File: config.mk
export PLATFORM = sky130hd
export DESIGN_NAME = ntt_frame_serializer
export DESIGN_NICKNAME = d
export VERILOG_FILES = /design/src/rtl/ntt_frame_serializer.sv
export SDC_FILE = /design/constraint.sdc
export NUM_CORES = 1
export LEC_CHECK = 0
export BUFFER_PORTS_ARGS = -buffer_cell sky130_fd_sc_hd__buf_2
export CAP_MARGIN = 15
export CORE_MARGIN = 2
export CORE_UTILIZATION = 61
export CTS_CLUSTER_SIZE = 40
export DETAILED_ROUTE_END_ITERATION = 8
export GPL_ROUTABILITY_DRIVEN = 0
export PLACE_DENSITY = 0.91
export REMOVE_ABC_BUFFERS = 1
export SETUP_SLACK_MARGIN = 0.2
export SLEW_MARGIN = 20
export SYNTH_ARGS = -nofsm -noshare
export SYNTH_HDL_FRONTEND = slang
export SYNTH_SLANG_ARGS = --single-unit
File: constraint.sdc
create_clock -name clk -period 18.63 [get_ports clk]
set_input_delay 1.863 -clock clk [delete_from_list [all_inputs] [get_ports clk]]
set_output_delay 1.863 -clock clk [all_outputs]
set_load 0.05 [all_outputs]
File: src/rtl/ntt_frame_serializer.sv
// ---------------------------------------------------------------------------
// ntt_frame_serializer
//
// Purpose:
//   Output sink for the NTT pipeline. A full N-coefficient frame is captured
//   on a one-cycle strobe into one of two ping-pong slots. The frame is then
//   replayed one coefficient per beat over a valid/ready stream. The NTT
//   cannot be stalled, so a strobe that arrives while both slots are full is
//   dropped. The drop is recorded in a sticky flag and in a saturating counter.
//
// Configuration macro:
//   NTT_SER_BITREV_EN - when defined, slots are read in bit-reversed order
//                       (coef_index = bitrev(beat)). This restores natural
//                       order for a DIT pipeline. When undefined, the read
//                       order is natural.
//
// Ports:
//   clk          in   clock, rising edge
//   reset_n      in   asynchronous active-low reset
//   frame_valid  in   one-cycle frame strobe
//   frame_mode   in   0 = NTT, 1 = iNTT; captured with the frame
//   frame_data   in   W x [0:N-1] coefficient frame
//   coef_valid   out  stream beat valid
//   coef_ready   in   downstream ready
//   coef_data    out  current coefficient
//   coef_index   out  index of coef_data within the frame
//   coef_last    out  high on the final beat of a frame
//   coef_mode    out  mode of the frame being streamed
//   overflow     out  sticky dropped-frame flag
//   drop_count   out  saturating dropped-frame count
//   busy         out  at least one frame buffered
// ---------------------------------------------------------------------------
module ntt_frame_serializer #(
   parameter int W          = 32,
   parameter int N          = 8,
   parameter int DROP_CNT_W = 8
) (
   input  logic                    clk,
   input  logic                    reset_n,
   input  logic                    frame_valid,
   input  logic                    frame_mode,
   input  logic [W-1:0]            frame_data [0:N-1],
   output logic                    coef_valid,
   input  logic                    coef_ready,
   output logic [W-1:0]            coef_data,
   output logic [$clog2(N)-1:0]    coef_index,
   output logic                    coef_last,
   output logic                    coef_mode,
   output logic                    overflow,
   output logic [DROP_CNT_W-1:0]   drop_count,
   output logic                    busy
);

   localparam int IDX_W = $clog2(N);

   typedef enum logic {
      ST_IDLE   = 1'b0,
      ST_STREAM = 1'b1
   } state_t;

   state_t                 r_state;
   logic [W-1:0]           r_slot [0:1][0:N-1];
   logic                   r_mode [0:1];
   logic [1:0]             r_count;
   logic                   r_wr_ptr;
   logic                   r_rd_ptr;
   logic [IDX_W-1:0]       r_beat;
   logic                   r_overflow;
   logic [DROP_CNT_W-1:0]  r_drop_count;

   logic                   w_xfer;
   logic                   w_last_beat;
   logic                   w_last_xfer;
   logic                   w_accept;
   logic                   w_drop;
   logic [1:0]             w_count_next;
   logic [IDX_W-1:0]       w_rd_idx;

   assign w_xfer      = (r_state == ST_STREAM) && coef_ready;
   assign w_last_beat = (r_beat == IDX_W'(N - 1));
   assign w_last_xfer = w_xfer && w_last_beat;

   // A full buffer still accepts a frame when the last beat leaves in the
   // same cycle. Both slots are full in that case, so wr_ptr == rd_ptr and
   // the write lands in the slot that is being released.
   assign w_accept     = frame_valid && ((r_count != 2'd2) || w_last_xfer);
   assign w_drop       = frame_valid && !w_accept;
   assign w_count_next = r_count + {1'b0, w_accept} - {1'b0, w_last_xfer};

`ifdef NTT_SER_BITREV_EN
   genvar gi;
   generate
      for (gi = 0; gi < IDX_W; gi++) begin : g_bitrev
         assign w_rd_idx[gi] = r_beat[IDX_W-1-gi];
      end
   endgenerate
`else
   assign w_rd_idx = r_beat;
`endif

   // Control path, reset asynchronously.
   always_ff @(posedge clk or negedge reset_n) begin
      if (!reset_n) begin
         r_state      <= ST_IDLE;
         r_count      <= 2'd0;
         r_wr_ptr     <= 1'b0;
         r_rd_ptr     <= 1'b0;
         r_beat       <= '0;
         r_overflow   <= 1'b0;
         r_drop_count <= '0;
      end else begin
         r_count <= w_count_next;

         if (w_accept)
            r_wr_ptr <= ~r_wr_ptr;

         if (w_xfer) begin
            if (w_last_beat) begin
               r_beat   <= '0;
               r_rd_ptr <= ~r_rd_ptr;
            end else begin
               r_beat <= r_beat + 1'b1;
            end
         end

         // The state follows the next occupancy. A captured frame is therefore
         // visible in the cycle after the strobe, and back-to-back frames
         // stream without a bubble.
         case (r_state)
            ST_IDLE:   if (w_count_next != 2'd0) r_state <= ST_STREAM;
            ST_STREAM: if (w_count_next == 2'd0) r_state <= ST_IDLE;
            default:   r_state <= ST_IDLE;
         endcase

         if (w_drop) begin
            r_overflow <= 1'b1;
            if (r_drop_count != {DROP_CNT_W{1'b1}})
               r_drop_count <= r_drop_count + 1'b1;
         end
      end
   end

   // Frame storage. It has no reset: outputs are gated by the stream state,
   // so stale contents are never exposed.
   always_ff @(posedge clk) begin
      if (w_accept) begin
         for (int i = 0; i < N; i++)
            r_slot[r_wr_ptr][i] <= frame_data[i];
         r_mode[r_wr_ptr] <= frame_mode;
      end
   end

   assign coef_valid = (r_state == ST_STREAM);
   assign coef_data  = coef_valid ? r_slot[r_rd_ptr][w_rd_idx] : '0;
   assign coef_index = coef_valid ? w_rd_idx : '0;
   assign coef_mode  = coef_valid ? r_mode[r_rd_ptr] : 1'b0;
   assign coef_last  = coef_valid && w_last_beat;
   assign overflow   = r_overflow;
   assign drop_count = r_drop_count;
   assign busy       = (r_count != 2'd0);

endmodule

* Word level (Yosys, flattened, before mapping)
Memory sizes are Yosys's and may differ from the RTL's.
Index checks and enable logic that the tools add are counted.
** Storage, ports and cells
- Flip-flop bits (word level) :: 17
- Bits in latches :: 0
- Bits in writable memories :: 514
- ROM bits :: 0
- Input bits :: 261
- Output and inout port bits :: 48
- Word-level logic and storage cells :: 45
- Memories :: 2
** Cells by class
- Add/subtract/negate cells :: 4
- $mul :: 0
- Div/mod/pow operators :: 0
- Magnitude comparators :: 1
- Equal/unequal tests :: 3
- Shift-type cells :: 0
- Muxes and demuxes :: 12
- Bitwise gates (word level) :: 4
- Reductions and logical operators :: 12
** Memories
- r_slot :: depth 2, width 256, rd ports 1, clocked after Yosys merged registers in 0, wr ports 1, RTL line 62 : logic [W-1:0] r_slot [0:1][0:N-1];
- r_mode :: depth 2, width 1, rd ports 1, clocked after Yosys merged registers in 0, wr ports 1, RTL line 63 : logic r_mode [0:1];
** Operators by type and width (number)
- 32-bit binary-select mux with 3-bit select :: 1
- 32-bit 2-to-1 mux :: 3
- 8-bit by 1-bit adder with 8-bit output (second input constant) :: 1
- 8-bit != test (second input constant) :: 1
- 3-bit 2-to-1 mux :: 2
- 1-bit logical AND :: 5
- 1-bit 2-to-1 mux :: 5
- 4-bit >= comparator (second input constant) :: 1
- 3-bit inverter with 4-bit output :: 1
- 2-bit AND reduction :: 2
- 2-bit nonzero test :: 2
- 3-bit by 1-bit adder with 3-bit output (second input constant) :: 1
- 3-bit equality test (second input constant) :: 1
- 1-bit inverter :: 3
- 2-bit by 1-bit adder with 2-bit output :: 1
- 2-bit zero test :: 1
- 2-bit != test (second input constant) :: 1
- 1-bit one-hot mux with 2 select lines :: 1
- 2-bit by 1-bit subtractor with 2-bit output :: 1
- 1-bit zero test :: 1
- 1-bit logical OR :: 1

* Logic depth before layout (Yosys ltp)
Gate-level depths: netlist of the first run.
- Depth after elaboration :: 9
- Mapped depth :: 11
- Gate-level depth less buffers :: 11

* Worst setup path after synthesis of the first run
No wires, ideal clock.
- Path kind :: input-to-reg
- From :: in coef_ready
- To :: mem r_mode[0] (enable)
- Setup time :: 0.879 ns
- Data arrival time :: 12.930 ns
- Data required time :: 17.751 ns
- Slack :: 4.821 ns
- Cell stages on the path :: 4
- Path buffers :: 0
- Cells stage by stage :: nand3_1 > nand3b_1 > nand2_1 > nor2_1
** On the way
- Word-level cells in the longest chain between the ends :: 6
** Ends and longest elaborated chain
- start: declaration :: RTL line 44 : input logic coef_ready,
- 1-bit logical AND :: RTL line 79 : assign w_xfer = (r_state == ST_STREAM) && coef_ready;
- 1-bit logical AND :: RTL line 81 : assign w_last_xfer = w_xfer && w_last_beat;
- 1-bit logical OR :: RTL line 86 : assign w_accept = frame_valid && ((r_count != 2'd2) || w_last_xfer);
- 1-bit logical AND :: RTL line 86
- 1-bit 2-to-1 mux :: RTL line 146 : if (w_accept) begin
- 1-bit 2-to-1 mux (not written as such) :: RTL line 149 : r_mode[r_wr_ptr] <= frame_mode;
- end: declaration :: RTL line 63
No other way between the ends.

* Worst setup path in the final report of the first run
- From :: reg r_rd_ptr
- To :: out coef_data[21]
** On the way
- Word-level cells in the longest chain between the ends :: 5
** Ends and longest elaborated chain
- start: declaration :: RTL line 66 : logic r_rd_ptr;
- start signal: assignment :: RTL line 120 : r_rd_ptr <= ~r_rd_ptr;
- memory 2 x 256 bit
- 32-bit binary-select mux with 3-bit select :: RTL line 154 : assign coef_data = coef_valid ? r_slot[r_rd_ptr][w_rd_idx] : '0;
- 32-bit 2-to-1 mux (not written as such) (2 in series) :: RTL line 154
- 32-bit 2-to-1 mux :: RTL line 154
- end: declaration :: RTL line 45 : output logic [W-1:0] coef_data,
No other way between the ends. The select of a mux whose other input is x is not followed.

==> results of run 1 <==
power by group through the flow:
stage               logic, uW  clock network [uW]  registers, uW
finish                   1430                 989           1760
global route             1520                1050           1780
CTS                      1410                1000           1780
detailed placement       1400                   0           1800
global placement         1360                   0           1780
floorplan                1080                   0           1930
sequential cells by signal (all words and copies together) (netlist names):
register    flops
overflow        1
r_beat          3
r_rd_ptr        1
drop_count      8
coef_valid      1
r_count         2
r_slot        512
r_wr_ptr        1
r_mode          2
worst max-delay path, stage by stage, from the launching register on:
cell and delay (ns):
dfrtp_4 0.94, buf_4 0.92, mux4_2 0.62, a22oi_2 0.20
nand2_1 0.12, buf_2 0.23
layout by cell type, fill, tap and decap left out, drive strengths merged, types with 2 or more instances in the layout:
cell	netlist	final
buf	32	318
and3	2	2
nor2	5	5
or2	2	2
bufinv	0	5
a22oi	96	96
mux2i	129	129
xor2	7	7
nand4	2	2
xnor2	4	4
clkbuf	23	65
nor2b	6	6
diode	0	12
inv	2	2
mux2	4	4
ha	5	5
nor3b	2	2
clkinv	0	16
mux4	64	64
clkinvlp	0	2
dfrtp	17	17
nor4	2	2
and2	6	6
nand3	35	35
nand2	36	36
edfxtp	514	514
worst max path at each step:
stage / from / to / slack, ns
after CTS: r_beat[0]$_DFFE_PN0N_ / coef_data[30] / 13.02
after global routing: r_rd_ptr$_DFFE_PN0N_ / coef_data[21] / 12.92
after floorplan: r_beat[0]$_DFFE_PN0N_ / r_mode[0]$_DFFE_PP_ / 4.51
after detailed placement: coef_ready / r_slot[1][29]$_DFFE_PP_ / 13.59
final: r_rd_ptr$_DFFE_PN0N_ / coef_data[21] / 13.11
after global placement: coef_ready / r_slot[1][29]$_DFFE_PP_ / 13.68
logic make-up after synthesis:
group                    count (synthesis)
XOR/XNOR                                11
adder cells (fa/ha/maj)                  5
AO/OA/AOI/OAI                           96
buffers and inverters                   57
flip-flops                             531
multiplexers                           197
AND/OR/NAND/NOR                        103
routing by layer:
| layer | GRT usage, % | part of all wire [%] | vias up |
|---|---|---|---|
| met1 | 30.1 | 35 | 5467 |
| met2 | 42.7 | 52 | 537 |
| met3 | 7.07 | 9.2 | 112 |
| li1 | - | - | 4760 |
| met5 | 0 | 0.36 | - |
| met4 | 9.13 | 3.1 | 24 |
final cells by class:
type,instances,area [sq um]
sequential,531,15900
fill,1908,9250
multi-input combinational,412,4280
timing repair buffer,318,1680
clock buffer,65,1370
tap,448,561
clock inverter,23,231
antenna,12,30.0
inverter,2,7.51
cell usage after synthesis:
master,count
ha_1,5
a22oi_1,84
xor2_1,7
xnor2_1,4
nand4b_2,1
nor2_1,5
inv_1,2
nor3b_1,2
and3_1,2
nor4b_1,1
clkbuf_4,2
nand3b_1,1
nor3_1,1
nand4_1,2
nor4_1,2
buf_2,10
dfrtp_1,17
nand2_1,36
and2_1,6
mux2_2,4
edfxtp_1,514
clkbuf_1,21
mux2i_1,129
mux4_2,64
buf_4,12
buf_1,1
buf_12,1
buf_8,2
buf_6,6
nand2b_1,1
nor2b_1,6
nand3_1,35
or2_2,2
a22oi_2,12
metrics by stage:
stage	hold WS [ns]	utilization (%)	instance area [sq um]	instances
floorplan	0.461	-	20100	945
CTS	0.469	72.0	23900	1797
global route	0.506	72.2	24000	1807
detailed placement	0.452	67.1	22300	1709
global placement	0.447	67.1	22300	1709
finish	0.468	72.2	24000	1811
==> reports/metrics.csv, run 1 <==
metric;value;unit
Row Count;67;
Worst Setup End Kind;output port;
Int Pwr;2700;uW
vias;10900;
Worst EP required;16.77;ns
Synth-to-Final Area Change;17.5;%
die height;187;um
DIE AREA;35000;sq um
CTS tree;done;
starting density of the core;61.5;%
DRT iter0 DRCs;1043;
FF-to-FF path depth;8;
part of the power in combinational logic;34.2;%
register area share after synthesis;77.5;%
post-CTS sizing;0;
Clock Path Buffers;3;
RSZ-0062 raised after global routing;no;
area leader, netlist;edfxtp_1;
Tmin final;5.52;ns
drt wl/cell;23.8;um
via/cell ratio;6.02;
largest net degree at the start of global routing;179;
Final Hold Vio Count;0;
Worst slew margin;25.0;%
Clock power frac;23.6;%
Pleak;0.00877;uW
Psw;1480;uW
initial antenna violation count;23;
PortBufs;308;
total core area;33300;sq um
Die Wd;187;um
register share of total power;42.2;%
remaining global-route overflow;0;
maximum VDD drop;0.196;mV
post-DP HPWL;26400;um
PwrDens;174;nW/um^2
Critical Path AT;3.66;ns
Max Fclk;181;MHz
number of top-level pins;309;
Worst Hold Path EP;overflow$_DFFE_PN0P_;
TNS Setup;0;ns
Worst Skew;0.0117;ns
main combinational cell family by area after synthesis;multiplexers;
Hold Crit Class;reg2reg;
Distinct cells, synth;34;
Sink Count;531;
adder-cell share of the synthesized area;0.306;%
mux share of post-synthesis cell area;13.6;%
Synth Cell Area;20500;sq um
R2R Setup Slk;14.03;ns
synth warn;0;
share of layout cells above drive strength 1;35.3;%
largest cells by area after synthesis;edfxtp_1 75%, mux4_2 7.0%, mux2i_1 6.3%;
Sw Share;35.4;%
Synth Area in XOR/XNOR;0.471;%
worst setup margin;13.11;ns
global-route wire length before repair;65100;um
postcts setup bufs;0;
worst-margin pin slew;1.12;ns
Root Buffer;clkbuf_16;
final period utilization;29.7;%
CTS buffer count;51;
# setup viols final;0;
DR pass1 iterations;5;
share of the synthesized area in the top cell type;75.5;%
Setup CP Type;reg2out;
Max Cap Viol;0;
Worst Path Max Fanout;59;
Reg clk slew, reported paths;0.06;ns
number of global-route vias before repair;11500;
Antenna Nets Post-Route;0;
Hold Crit Start;overflow$_DFFE_PN0P_;
Cells on Worst Hold Path;1;
Synth Area in Compound Gates;3.82;%
Slew Limit Fails;0;
Reg2Reg Launch Point;r_beat[0]$_DFFE_PN0N_;
hold_buf cts;0;
post-place setup slack;13.59;ns
CP Launch Type;flip-flop;
H-tree levels;2;
Synth Area in Simple Gates;2.50;%
post-synthesis register bit count;531;
Synth Area per Inst;20.5;sq um
DR DRC count;0;
# nets final;1582;
Power Total;4180;uW
All-Layer GR Usage;24.8;%
Synth Instances;1000;
RR Endpoint;r_slot[1][250]$_DFFE_PP_;
worst skew pair latency;0.55;ns
status;finished, final reports clean;
routed wire length;43100;um
Power figures use the tool's default switching activity.
==> run 2, diff against run 1 <==
Settings changed: ABC_AREA set to 1, CORE_UTILIZATION 61 to 52, PLACE_DENSITY 0.91 to 0.82.
Clock period 18.63 ns to 4.6 ns, I/O delays scaled along.
==> run 2 against run 1 <==
  * Synthesized area grew 10%
  * Highest routed layer unchanged
  * Sequential cell count is the same
  * Sequential power grew to 4.0 times the previous value
  * Total power grew to 4.3 times the previous value
==> reports/metrics.csv, run 2 <==
metric;value;unit;change
CTS buffer count;52;;+2.0%
H-tree levels;2;;unchanged
most frequent cell after synthesis;nand2_1;;
die height;212;um;+13%
Post-synth ARST share;3.20;%;unchanged
vias;16000;;+47%
final period utilization;87.0;%;
Synth Instances;2107;;+110%
worst skew pair latency;0.59;ns;+0.04 ns
area leader, netlist;edfxtp_1;;
global-route wire length before repair;80900;um;+24%
# fillers;3263;;+71%
total core area;43000;sq um;+29%
post-DP HPWL;31700;um;+20%
Worst Setup End Kind;output port;;
Critical Path AT;3.54;ns;-0.12 ns
# setup viols final;0;;unchanged
initial antenna violation count;26;;+13%
CTS tree;done;;
Top reg by flops;r_slot;;
worst-margin pin slew;1.02;ns;-0.101 ns
largest net degree at the start of global routing;158;;-12%
postcts setup bufs;0;;unchanged
Hold Crit Class;in2reg;;
Sink Count;531;;unchanged
status;finished, final reports clean;;
Clock Path Buffers;3;;unchanged
Row Count;76;;+13%
Final Non-Filler Cells;3036;;+68%
Post-synth top cells;794 x nand2_1, 514 x edfxtp_1, 321 x nand3_1;;
starting density of the core;52.5;%;-9.0 points
fin util;61.2;%;-11 points
Distinct cells, synth;24;;-29%
Synth-to-Final Area Change;16.5;%;
crit path cell chain;inv_8 > buf_4 > nand2_1 > nand2_1 > nand2_1 > nand3_1 > nand3_1 > a21oi_1 > buf_2;;
routed wire length;53500;um;+24%
part of the power in combinational logic;37.4;%;+3.2 points
Tmin final;4.00;ns;
Final Hold Vio Count;0;;unchanged
Largest register FFs;512;;unchanged
DIE AREA;45100;sq um;+29%
CP max stage cell;inv_8;;
Root Buffer;clkbuf_16;;
Slew Limit Fails;0;;unchanged
Worst path max stage delay;0.75;ns;-0.19 ns
largest cells by area after synthesis;edfxtp_1 68%, nand2_1 13%, nand3_1 7.1%;;
Primary FF master, synth;edfxtp_1;;
DR pass1 iterations;5;;unchanged
Pleak;0.0115;uW;+31%
Reg clk slew, reported paths;0.06;ns;about the same
RSZ-0062 raised after global routing;no;;
TNS Setup;0;ns;unchanged
CP Launch Type;flip-flop;;
most common cell after layout, fill and taps aside;nand2_1;;
Setup CP Type;reg2out;;
Synth Area per Inst;10.7;sq um;-48%
synth warn;0;;unchanged
hold_buf cts;1;;+1
Max Cap Viol;0;;unchanged
share of the synthesized area in the top cell type;68.4;%;-7.1 points
All-Layer GR Usage;23.4;%;-1.4 points
register share of total power;39.5;%;-2.7 points
most used cell, CP;nand2_1;;
Antenna Nets Post-Route;0;;unchanged
# nets final;2657;;+68%
number of top-level pins;309;;unchanged
share of layout cells above drive strength 1;17.6;%;-18 points
Worst slew margin;31.8;%;+6.8 points
placed insts;2921;;+71%
Int Pwr;10800;uW;+300%
Worst Skew;0.0188;ns;+0.00716 ns
Worst Path Max Fanout;157;;+170%
EDFF count, synth;514;;unchanged
DRT iter0 DRCs;1737;;+67%
DR DRC count;0;;unchanged
drt wl/cell;17.6;um;-26%
number of global-route vias before repair;15800;;+37%
Psw;7160;uW;+380%
maximum VDD drop;0.487;mV;+150%
register area share after synthesis;70.3;%;-7.3 points
PortBufs;308;;unchanged
Max Fclk;250;MHz;
Clock power frac;23.2;%;-0.4 points
Sw Share;39.9;%;+4.5 points
Synth Cell Area;22600;sq um;+10%
via/cell ratio;5.28;;-12%
Worst EP required;4.14;ns;-12.63 ns
commonest cells after routing, fill and taps aside;794 x nand2_1, 514 x edfxtp_1, 321 x nand3_1;;
Die Wd;212;um;+13%
PwrDens;683;nW/um^2;+290%
remaining global-route overflow;0;;unchanged
post-synthesis register bit count;531;;unchanged
post-CTS sizing;0;;unchanged
-- run 2: changes by cell type after synthesis, moves of 12 or more --
| cell | delta |
|---|---|
| mux4_2 | -64 |
| a21oi_1 | +33 |
| mux2i_1 | -129 |
| buf_2 | +54 |
| a22oi_2 | -12 |
| nand2_1 | +758 |
| inv_1 | +269 |
| a22oi_1 | -84 |
| nand3_1 | +286 |
-- run 2: area by class of cell --
type	instances	area [sq um]	area share (%)
Antenna cell	21	52.6	0.200
Clock buffer	63	1360	5.19
Clock inverter	30	297	1.13
Inverter	276	1050	3.99
Multi-Input combinational cell	1190	5060	19.2
Sequential cell	531	15900	60.4
Tap cell	585	732	2.78
Timing Repair Buffer	340	1870	7.12
-- run 2: cell families (layout without fill, tap and decap cells) --
logic type | count (synthesis) | count (layout) | synth area share [%]
AO/OA/AOI/OAI | 42 | 42 | 0.932
XOR/XNOR | 10 | 10 | 0.388
adder cells (fa/ha/maj) | 5 | 5 | 0.277
buffers and inverters | 386 | 709 | 7.35
flip-flops | 531 | 531 | 70.3
other | 0 | 21 | 0
AND/OR/NAND/NOR | 1133 | 1133 | 20.8
-- run 2: path summary, 6_finish.rpt --
kind	cells after the start	from	slack (ns)	endpoint
worst min register to register	1	overflow$_DFFE_PN0P_	0.51	overflow$_DFFE_PN0P_
worst min-delay path	1	frame_data[197]	0.06	r_slot[0][197]$_DFFE_PP_
min in group asynchronous	2	reset_n	0.34	drop_count[6]$_DFFE_PN0P_
max in group asynchronous	2	reset_n	3.92	r_rd_ptr$_DFFE_PN0N_
worst max register to register	7	r_beat[1]$_DFFE_PN0N_	1.58	r_slot[1][225]$_DFFE_PP_
worst max-delay path	9	r_rd_ptr$_DFFE_PN0N_	0.60	coef_data[25]
-- run 2: through the flow --
step	total power [uW]	hold slack [ns]	setup slack, ns	cell area [sq um]
after detailed placement	13800	0.421	1.26	24600
after floorplan	11700	0.164	-10.07	21900
final	17900	0.0568	0.599	26300
after CTS	18000	0.0216	0.596	26200
after global routing	18900	0.0321	0.413	26300
after global placement	13600	0.414	1.31	24600
-- run 2: worst max-delay path, delay by kind of cell (launching register included) --
family          cells  cell delay, ns
buf+inv             3            1.52
flops               1            0.71
simple gates        5            0.43
compound gates      1            0.20
-- run 2: power by group through the flow --
stage	registers (uW)	clock network (uW)	logic, uW
after global placement	7110	0	6510
after CTS	7070	4230	6730
after detailed placement	7170	0	6670
after global routing	7160	4400	7360
final	7080	4160	6710
after floorplan	7460	0	4280
-- run 2: routing by layer --
metal | global-route usage [%] | wire length, um
met1 | 27.9 | 19800
met2 | 40.2 | 26800
met3 | 5.61 | 4770
met4 | 10.7 | 1990
met5 | 0 | 129
==> run 3, diff against run 2 <==
==> constraint.sdc (replaced) <==
create_clock -name clk -period 4.6 [get_ports clk]
set_input_delay 0.92 -clock clk [delete_from_list [all_inputs] [get_ports clk]]
set_output_delay 0.92 -clock clk [all_outputs]
set_load 0.05 [all_outputs]
==> run 3 against run 2 <==
  * Non-clock buffer count is 1 lower
  * Hold slack better by 0.21 ns
  * Core utilization is 0.25 points lower
  * Worst setup slack worse by 0.031 ns
  * Sequential cell count stayed put
  * Via count hardly changed
  * Critical endpoint is now coef_data[31]
  * Largest cell class unchanged
==> reports/metrics.csv, run 3 (same netlist as run 2, synthesis figures left out) <==
metric;value;unit;change
worst setup margin;0.567;ns;-0.0314 ns
Worst Path Max Fanout;129;;-18%
via/cell ratio;5.29;;+0.26%
Top reg by flops;r_slot;;
largest net degree at the start of global routing;133;;-16%
part of the power in combinational logic;38.5;%;+1.1 points
worst-margin pin slew;1.03;ns;+0.00602 ns
Sw Share;40.3;%;+0.45 points
H-tree levels;2;;unchanged
commonest cells after routing, fill and taps aside;794 x nand2_1, 514 x edfxtp_1, 321 x nand3_1;;
Final Hold Vio Count;0;;unchanged
starting density of the core;52.5;%;unchanged
Pleak;0.0114;uW;-0.45%
DRT iter0 DRCs;1646;;-5.2%
Tmin final;4.03;ns;+0.0314 ns
Placed Area;24600;sq um;+0.10%
DR pass1 iterations;8;;+3
placed insts;2921;;unchanged
worst hold margin;0.268;ns;+0.211 ns
Final Non-Filler Cells;3031;;-0.16%
worst skew pair latency;0.58;ns;about the same
DR DRC count;0;;unchanged
fin area;26200;sq um;-0.41%
post-CTS sizing;0;;unchanged
Worst Skew;0.0145;ns;-0.00431 ns
CTS buffer count;53;;+1.9%
PortBufs;308;;unchanged
post-place setup slack;1.27;ns;+0.00488 ns
maximum VDD drop;0.586;mV;+20%
Root Buffer;clkbuf_16;;
drt wl/cell;17.7;um;+0.38%
DIE AREA;45100;sq um;unchanged
Int Pwr;10600;uW;-1.6%
Worst EP required;3.68;ns;-0.46 ns
global-route wire length before repair;81100;um;+0.27%
Critical Path AT;3.11;ns;-0.43 ns
number of top-level pins;309;;unchanged
Psw;7180;uW;+0.31%
routed wire length;53600;um;+0.21%
Worst slew margin;31.4;%;-0.40 points
postcts setup bufs;0;;unchanged
register share of total power;39.4;%;about the same
Sink Count;531;;unchanged
die height;212;um;unchanged
Clock Path Buffers;3;;unchanged
RSZ-0062 raised after global routing;no;;
remaining global-route overflow;0;;unchanged
number of global-route vias before repair;15800;;+0.16%
vias;16000;;+0.094%
Largest register FFs;512;;unchanged
status;finished, final reports clean;;
TNS Setup;0;ns;unchanged
Max Cap Viol;0;;unchanged
Row Count;76;;unchanged
share of layout cells above drive strength 1;17.4;%;-0.22 points
All-Layer GR Usage;23.3;%;-0.030 points
most common cell after layout, fill and taps aside;nand2_1;;
hold_buf cts;0;;-1
PwrDens;680;nW/um^2;-0.40%
total core area;43000;sq um;unchanged
Clock power frac;22.1;%;-1.1 points
# nets final;2657;;unchanged
Max Fclk;248;MHz;-0.78%
Antenna Nets Post-Route;0;;unchanged
initial antenna violation count;20;;-23%
CP Launch Type;flip-flop;;
Slew Limit Fails;0;;unchanged
Die Wd;212;um;unchanged
# fillers;3315;;+1.6%
Worst Setup End Kind;output port;;
final period utilization;87.7;%;+0.68 points
Synth-to-Final Area Change;16.1;%;
Reg clk slew, reported paths;0.06;ns;about the same
Hold Crit Class;in2async;;
post-DP HPWL;32300;um;+2.0%
CTS tree;done;;
# setup viols final;0;;unchanged
Setup CP Type;reg2out;;
==> run 3: changes by cell type in the layout (fill, tap and decap cells not counted), sizes merged <==
cell,change
clkbuf,+9
diode,-7
bufinv,-4
clkinv,-2
clkinvlp,+1
dlygate4sd3,-1
inv,-1
==> run 3: cell type report <==
class / instances / area, sq um / area share [%]
Antenna cell: 14 / 35.0 / 0.134
Clock buffer: 72 / 1400 / 5.34
Clock inverter: 24 / 159 / 0.607
Inverter: 276 / 1050 / 4.00
Multi-Input combinational cell: 1190 / 5060 / 19.3
Sequential cell: 531 / 15900 / 60.6
Tap cell: 585 / 732 / 2.79
Timing Repair Buffer: 339 / 1890 / 7.20
==> run 3: final timing paths <==
check	start	endpoint	slack [ns]	cells after the start
worst max-delay path	r_rd_ptr$_DFFE_PN0N_	coef_data[31]	0.57	9
worst min-delay path	reset_n	drop_count[7]$_DFFE_PN0P_	0.27	1
worst max register to register	r_beat[1]$_DFFE_PN0N_	r_slot[0][24]$_DFFE_PP_	1.48	7
worst min register to register	overflow$_DFFE_PN0P_	overflow$_DFFE_PN0P_	0.48	1
max in group asynchronous	reset_n	r_beat[1]$_DFFE_PN0N_	4.00	1
min in group clk	overflow$_DFFE_PN0P_	overflow$_DFFE_PN0P_	0.48	1
==> run 3: critical path, stage by stage, from the launching register on <==
cell and delay [ns]:
dfrtp_4 0.53, inv_8 0.54, buf_4 0.37, nand2_1 0.07
nand2_1 0.06, nand2_1 0.06, nand3_1 0.09, nand3_1 0.09
a21oi_1 0.22, buf_2 0.33
==> run 3: power by group through the flow <==
| stage | Clock (uW) | Combinational (uW) | Sequential [uW] |
|---|---|---|---|
| after floorplan | 0 | 4280 | 7460 |
| after global placement | 0 | 6620 | 7040 |
| after detailed placement | 0 | 6800 | 7100 |
| after CTS | 4000 | 6860 | 7000 |
| after global routing | 4180 | 7510 | 7090 |
| final | 3930 | 6860 | 7010 |
==> run 3: stage by stage <==
stage               total power [uW]  util, %
floorplan                      11700        -
global placement               13700     57.2
detailed placement             13900     57.2
CTS                            17900     60.8
global route                   18800     60.9
finish                         17800     60.9
==> run 3: metal layers <==
metal	track usage (%)	vias up	share of wire, %
met4	11.4	14	4.2
met3	5.30	185	8.9
met1	28.8	7591	38
met5	0	-	0.16
li1	-	7487	-
met2	39.0	753	49
